## config.mk

```make
export PLATFORM = sky130hd
export DESIGN_NAME = hit_or_ts
export DESIGN_NICKNAME = d
export VERILOG_FILES = /design/src/rtl/hit_or_ts_pkg.sv /design/src/rtl/hit_or_ts_fifo.sv /design/src/rtl/hit_or_ts.sv
export SDC_FILE = /design/constraint.sdc
export NUM_CORES = 1
export LEC_CHECK = 0
export BUFFER_PORTS_ARGS = -buffer_cell sky130_fd_sc_hd__clkbuf_2
export CAP_MARGIN = 10
export CORE_MARGIN = 5
export CORE_UTILIZATION = 42
export CTS_CLUSTER_SIZE = 8
export DETAILED_ROUTE_END_ITERATION = 10
export SLEW_MARGIN = 20
export SYNTH_ARGS = -nofsm -noshare
export SYNTH_HDL_FRONTEND = slang
export SYNTH_SLANG_ARGS = --single-unit
export TNS_END_PERCENT = 1
```

## constraint.sdc

```tcl
create_clock -name BUS_CLK -period 5.9 [get_ports BUS_CLK]
set_clock_uncertainty 0.15 [all_clocks]
set_input_delay 0.295 -clock BUS_CLK [delete_from_list [all_inputs] [get_ports BUS_CLK]]
set_output_delay 0.295 -clock BUS_CLK [all_outputs]
set_load 0.05 [all_outputs]
```

## src/rtl/hit_or_ts_pkg.sv

```systemverilog
// Shared field widths, limits and word layout for the HIT_OR time-stamper.
package hit_or_ts_pkg;

    localparam int ID_W   = 4;
    localparam int TS_W   = 16;
    localparam int TOT_W  = 12;
    localparam int WORD_W = ID_W + TS_W + TOT_W;

    localparam logic [TOT_W-1:0] TOT_MAX  = 12'hFFF;
    localparam logic [TS_W-1:0]  MARK_TS  = 16'h0000;
    localparam logic [TOT_W-1:0] MARK_TOT = 12'h000;

    typedef struct packed {
        logic [ID_W-1:0]  id;
        logic [TS_W-1:0]  ts;
        logic [TOT_W-1:0] tot;
    } hit_word_t;

    function automatic logic [TOT_W-1:0] tot_inc(input logic [TOT_W-1:0] t);
        return (t == TOT_MAX) ? t : t + 12'd1;
    endfunction

endpackage

```

## src/rtl/hit_or_ts_fifo.sv

```systemverilog
// Synchronous first-word-fall-through FIFO; push accepted when full if a pop
// happens in the same cycle.
module hit_or_ts_fifo #(
    parameter int DEPTH = 16,
    parameter int W     = 32
) (
    input  logic         clk,
    input  logic         rst,
    input  logic         push,
    input  logic         pop,
    input  logic [W-1:0] wdata,
    output logic [W-1:0] rdata,
    output logic         empty,
    output logic         full
);

    localparam int AW = $clog2(DEPTH);

    logic [W-1:0]  mem [DEPTH];
    logic [AW-1:0] wr_ptr;
    logic [AW-1:0] rd_ptr;
    logic [AW:0]   cnt;
    logic          do_push;
    logic          do_pop;

    assign empty   = (cnt == '0);
    assign full    = (cnt == (AW+1)'(DEPTH));
    assign do_pop  = pop & ~empty;
    assign do_push = push & (~full | do_pop);
    assign rdata   = empty ? '0 : mem[rd_ptr];

    always_ff @(posedge clk) begin
        if (do_push) begin
            mem[wr_ptr] <= wdata;
        end
    end

    always_ff @(posedge clk) begin
        if (rst) begin
            wr_ptr <= '0;
            rd_ptr <= '0;
            cnt    <= '0;
        end else begin
            if (do_push) wr_ptr <= wr_ptr + 1'b1;
            if (do_pop)  rd_ptr <= rd_ptr + 1'b1;
            if (do_push && !do_pop)      cnt <= cnt + 1'b1;
            else if (do_pop && !do_push) cnt <= cnt - 1'b1;
        end
    end

endmodule

```

## src/rtl/hit_or_ts.sv

```systemverilog
// HIT_OR time-over-threshold word generator with output FIFO.
// Optional wrap marker words: define HIT_OR_TS_WRAP_MARKER_EN.
module hit_or_ts
    import hit_or_ts_pkg::*;
#(
    parameter logic [ID_W-1:0] DATA_IDENTIFIER = 4'b0101,
    parameter int              DEPTH           = 16
) (
    input  logic              BUS_CLK,
    input  logic              BUS_RST,
    input  logic              HIT_IN,
    input  logic              ENABLE,
    input  logic              FIFO_READ,
    output logic              FIFO_EMPTY,
    output logic [WORD_W-1:0] FIFO_DATA,
    output logic [7:0]        LOST_CNT
);

    logic [2:0]       sync;
    logic             hit_s;
    logic             hit_d;
    logic             rise;
    logic             fall;
    logic [TS_W-1:0]  ts;
    logic [TS_W-1:0]  ts_cap;
    logic [TOT_W-1:0] tot;
    logic [7:0]       lost;
    logic             hit_push;
    logic             push;
    logic             full;
    hit_word_t        word;

    assign hit_s    = sync[2];
    assign rise     = hit_s & ~hit_d;
    assign fall     = ~hit_s & hit_d;
    assign hit_push = fall & ENABLE;

    always_ff @(posedge BUS_CLK) begin
        if (BUS_RST) begin
            sync   <= '0;
            hit_d  <= 1'b0;
            ts     <= '0;
            ts_cap <= '0;
            tot    <= '0;
        end else begin
            sync  <= {sync[1:0], HIT_IN};
            hit_d <= hit_s;
            ts    <= ts + 16'd1;
            if (rise) begin
                ts_cap <= ts;
                tot    <= 12'd1;
            end else if (hit_s) begin
                tot <= tot_inc(tot);
            end
        end
    end

`ifdef HIT_OR_TS_WRAP_MARKER_EN
    logic wrap;
    logic pend;
    logic mark_push;

    assign wrap      = (ts == '1);
    // A marker colliding with a hit word is deferred one cycle.
    assign mark_push = (wrap & ~hit_push) | pend;
    assign push      = hit_push | mark_push;

    always_ff @(posedge BUS_CLK) begin
        if (BUS_RST) pend <= 1'b0;
        else         pend <= wrap & hit_push;
    end

    always_comb begin
        word = '{DATA_IDENTIFIER, MARK_TS, MARK_TOT};
        if (hit_push) word = '{DATA_IDENTIFIER, ts_cap, tot};
    end
`else
    assign push = hit_push;

    always_comb begin
        word = '{DATA_IDENTIFIER, ts_cap, tot};
    end
`endif

    always_ff @(posedge BUS_CLK) begin
        if (BUS_RST) begin
            lost <= '0;
        end else if (push && full && !FIFO_READ && lost != 8'hFF) begin
            lost <= lost + 8'd1;
        end
    end

    assign LOST_CNT = lost;

    hit_or_ts_fifo #(
        .DEPTH (DEPTH),
        .W     (WORD_W)
    ) u_fifo (
        .clk   (BUS_CLK),
        .rst   (BUS_RST),
        .push  (push),
        .pop   (FIFO_READ),
        .wdata (word),
        .rdata (FIFO_DATA),
        .empty (FIFO_EMPTY),
        .full  (full)
    );

endmodule
```

---- After elaboration in Yosys (flattened, before gate mapping) ----
Memories as Yosys holds them, arrays and structs flattened. A register that Yosys moved wholly into a read port is not among the register bits.
Cells that the tools add are included.
operators by class
  multiplexer cells ....................... 10
  eq/ne operators ......................... 4
  bitwise operators ....................... 11
  add/sub/neg operators ................... 7
  reductions and logical operators ........ 14
operator list
  cell                                               number
  2-to-1 mux 32 bit                                  1
  adder 16 x 1 -> 16 bit (second input constant)     1
  adder 12 x 1 -> 12 bit (second input constant)     1
  equality test 12 bit (second input constant)       1
  2-to-1 mux 5 bit                                   2
  adder 4 x 1 -> 4 bit (second input constant)       2
  adder 8 x 1 -> 8 bit (second input constant)       1
  2-to-1 mux 4 bit                                   2
  inequality test 8 bit (second input constant)      1
  adder 5 x 1 -> 5 bit (second input constant)       1
  bitwise AND 1 bit                                  5
  equality test 5 bit (second input constant)        1
  logical AND 1 bit                                  5
  logical NOT 5 bit                                  1
  2-to-1 mux 1 bit                                   5
  NOT 1 bit                                          5
  subtractor 5 x 1 -> 5 bit (second input constant)  1
  AND reduction 2 bit                                2
  nonzero test 2 bit                                 2
  logical NOT 1 bit                                  3
  inequality test 2 bit (second input constant)      1
  OR reduction 2 bit                                 1
  OR 1 bit                                           1
storage, ports and cells
  word-level logic and storage cells ...... 57
  memories kept ........................... 1
  register bits after elaboration ......... 69
  memory bits (writable) .................. 448
memory list
  memory      depth  bits a word  read ports  clocked after memory_dff  wr ports  line                  source
  u_fifo.mem  16     28           1           1                         1         hit_or_ts_fifo.sv:19  logic [W-1:0] mem [DEPTH];

---- Logic depth before layout (Yosys ltp) ----
  depth in word-level cells ............... 9
  mapped depth ............................ 10
  gate-level depth less buffers ........... 9

---- Cells and area by module ----
Synthesis repeated with hierarchy kept, for this count alone.
unflattened totals
  cell total of the unflattened synthesis .. 1169
  area, all modules ....................... 22730.6 µm²
modules (own cells, without submodules)
  module          area an instance (µm²)  sequential area each (µm²)  cells an instance  times used
  hit_or_ts_fifo  20319.5                 15715.1                     897                1
  hit_or_ts       2411.1                  1121.1                      272                1

---- Worst setup path before layout ----
OpenSTA, ideal clock, no wires.
  path type ............................... register -> output
  from .................................... register u_fifo.cnt[0]
  to ...................................... output port FIFO_DATA[10]
  buffers on the path ..................... 2
  arrival time ............................ 2.853 ns
  data required time ...................... 5.455 ns
  setup slack ............................. 2.602 ns
  cell stages (with the launch flop) ...... 7
  path through ............................ dfxtp_1 -> or4_1 -> buf_2 -> nor2_1 -> nor3b_1 -> clkbuf_1 -> a221o_1
between the ends
  cells in the longest elaborated chain, start to end .. 2
RTL lines
  element                   line                  source
  start: declaration        hit_or_ts_fifo.sv:22  logic [AW:0] cnt;
  start signal: assignment  hit_or_ts_fifo.sv:46  if (do_push && !do_pop) cnt <= cnt + 1'b1;
  start signal: assignment  hit_or_ts_fifo.sv:47  else if (do_pop && !do_push) cnt <= cnt - 1'b1;
  logical NOT 5 bit         hit_or_ts_fifo.sv:26  assign empty = (cnt == '0);
  via FIFO_EMPTY            hit_or_ts.sv:14       output logic FIFO_EMPTY,
  2-to-1 mux 32 bit         hit_or_ts_fifo.sv:30  assign rdata = empty ? '0 : mem[rd_ptr];
  end: declaration          hit_or_ts.sv:15       output logic [WORD_W-1:0] FIFO_DATA,
The timed path passes the listed nets, and every way through them passes these cells.

==> reports/qor.txt <==
Met3 Use GR -> 3.12%
Final ANT Viol Nets -> 0
Core area -> 47,700 um2
GP Congestion -> 0.727
Leakage -> 7.58 nW
Proportion of layout cells with a drive suffix above 1 -> 25.3%
HP Class -> primary input to register
Syn Area/Cell -> 18.9 um2
Synth top area cells -> edfxtp_1 66%, mux4_2 12%, dfxtp_1 7.2%, mux2_2 1.7%, a221o_1 1.4%
Post-Synth Simple-Gate Area -> 5.57%
EDFF count, synth -> 448
DR vias/cell -> 5.60
Seq/Total Area, Yosys -> 73.6%
Row count -> 80
Max-slew headroom -> 27.5%
Total GRT Usage -> 16.2%
# H-tree levels -> 3
Final Cycle Share -> 65.0%
Synth Area in Adders -> 0.840%
Die Y -> 230 um
Met1 GRT Util -> 22.6%
Pre-Repair DR Iteration Count -> 5
CTS Sinks -> 521
Commonest non-fill, non-tap cell in the layout -> edfxtp_1
CP Max Fanout -> 36
Num CTS Buffers -> 75
Clock Path Buffers -> 3
Skew-Pair Late Insertion Delay -> 0.57 ns
Die ar. -> 52,700 um2
Busiest grt layer -> met2
Initial antenna violation count -> 0
Ys Warns -> 0
Unique masters post-synth -> 48
Fraction of registers with async set/reset -> 0%
Syn Inst Count -> 1,072
Layout Nets -> 1,167
Outcome -> finished clean
Routed WL per cell -> 23.9 um
CP arrival -> 3.39 ns
Combinational family with the most area after synthesis -> multiplexers
Layout area overhead -> 15.0%
# setup viols final -> 0
Die W -> 230 um
Tightest Pin Transition -> 1.09 ns
Gr ovfl total -> 0
Post-Synth XOR/XNOR Area -> 0.908%
First-pass GRT wire length -> 64.7 mm
M2 GR Usage -> 26.3%
Setup_tns -> 0 ns
# diodes -> 0
Peak supply drop -> 0.208 mV
Residual DRC -> 0
CTS tree -> yes
Compound-Gate Fraction of Synth Area -> 3.30%
Vias in the first global route -> 10.4k
Layout Cells excl Fill -> 1,803
Max-slew violations -> 0
CP Class -> register to output pin
Yosys top cell by area -> edfxtp_1
RSZ-0062 raised after global routing -> false
Hold Fails Final Rpt -> 0
Clk root buf -> clkbuf_16
Vias -> 10.1k
Mux contribution to synthesized area -> 14.3%
WL final -> 43.2 mm
Clk slew on worst S/H paths -> 0.05 ns
Yosys reg bits -> 521
CP Data Required Time -> 5.45 ns
Dpl cells -> 1,684
Final min period -> 3.83 ns
Input/output buffers -> 43
Share of the synthesized area in the top cell type -> 66.4%
Commonest cells after routing, fill and taps aside -> 448 x edfxtp_1, 112 x mux4_2, 77 x clkbuf_16, 70 x dfxtp_1, 43 x clkbuf_2
Fillers -> 3,889
Max-Cap Viols -> 0
DRT iter0 DRCs -> 837
Largest net degree at the start of global routing -> 67
WHS -> 0.181 ns
Initial Utilization -> 42.4%
Synth Cell Area -> 20,300 um2
FMAX -> 261 MHz
Setup Fix Bufs, Post-CTS -> 0
Startpoint Class -> register
Pwr dens -> 423 nW/um2
Top_reg_cell synth -> edfxtp_1
CP endpoint kind -> output pin
DP HPWL -> 21.3 mm
Ports -> 46
==> worst max-delay path, cell delays in order (launching register included) <==
cell	delay (ns)
dfxtp_2	0.77
buf_4	0.65
mux4_2	0.41
mux2_2	0.28
a221o_1	0.40
clkbuf_2	0.28
==> flip-flops by register name (all words and copies together), names as in the netlist, named ones only <==
register and count:
u_fifo.cnt 5, u_fifo.mem 448, LOST_CNT 8, hit_d 1
u_fifo.wr_ptr 4, sync 3, ts 16, tot 12
u_fifo.rd_ptr 4, ts_cap 16
==> through the flow <==
step	utilization (%)	total power, mW	cell area, um2	setup WS [ns]
after floorplan	-	5.66	20300	2.60
after global placement	44.3	6.11	21100	2.49
after detailed placement	44.3	6.13	21100	2.44
after CTS	48.7	9.96	23300	1.84
after global routing	48.8	10.2	23300	1.85
final	48.8	9.85	23300	2.07
==> cells in the mapped netlist, types with 9 or more instances <==
cell type and instances:
and2_1 9, and4_1 11, and3_1 9, buf_2 9, xnor2_1 9, nand3_1 19
edfxtp_1 448, inv_1 11, a221o_1 28, ha_1 12, mux4_2 112, mux2_2 30
dfxtp_1 73, clkbuf_1 33, o21ai_0 10, a21oi_1 31, xor2_1 12, nand2_1 38
buf_1 12, nor2b_1 39, nor2_1 41
==> per-layer routing <==
metal | wire, um | vias to the layer above
met2 | 21200 | 239
met5 | 0 | -
met1 | 19200 | 5308
met3 | 2120 | 60
met4 | 672 | 0
li1 | - | 4490
==> path summary, 6_finish.rpt <==
check	startpoint	end	slack, ns	cells past startpoint
min reg2reg	sync[1]	sync[2]	0.28	1
min	ENABLE	u_fifo.wr_ptr[2]	0.18	5
max	register	FIFO_DATA[9]	2.07	5
max reg2reg	sync[2]	u_fifo.mem[2][18]	2.56	4
==> power by group <==
part	internal [mW]	switching [mW]	total, mW
Clock	2.37	1.45	3.82
Combinational	0.699	1.22	1.91
Sequential	3.99	0.128	4.11
Total	7.06	2.79	9.85
==> repair_timing <==
item / CTS / global route
hold endpoints to repair: 2 / 0
endpoints found under the setup margin: 0 / 0
resized for setup: 0 / 0
hold buffers: 2 / 0
==> area by class of cell <==
| class | instances | area (um2) | area share, % |
|---|---|---|---|
| timing repair buffer | 57 | 358 | 1.54 |
| inverter | 11 | 41.3 | 0.177 |
| clock inverter | 3 | 26.3 | 0.113 |
| clock buffer | 113 | 2060 | 8.85 |
| multi-input combinational | 483 | 5110 | 21.9 |
| tap | 615 | 769 | 3.30 |
| sequential | 521 | 14900 | 64.1 |
==> kinds of logic (layout without fill, tap and decap cells) <==
family	after synthesis	in the layout
xor gates and xnor gates	21	21
adders and majority gates	13	13
AOI/OAI and AO/OA	93	93
buffers and inverters	69	184
muxes	146	146
DFF	521	521
and+or+nand+nor	208	208
other	1	2
No activity file was read; power rests on OpenSTA's default activity.
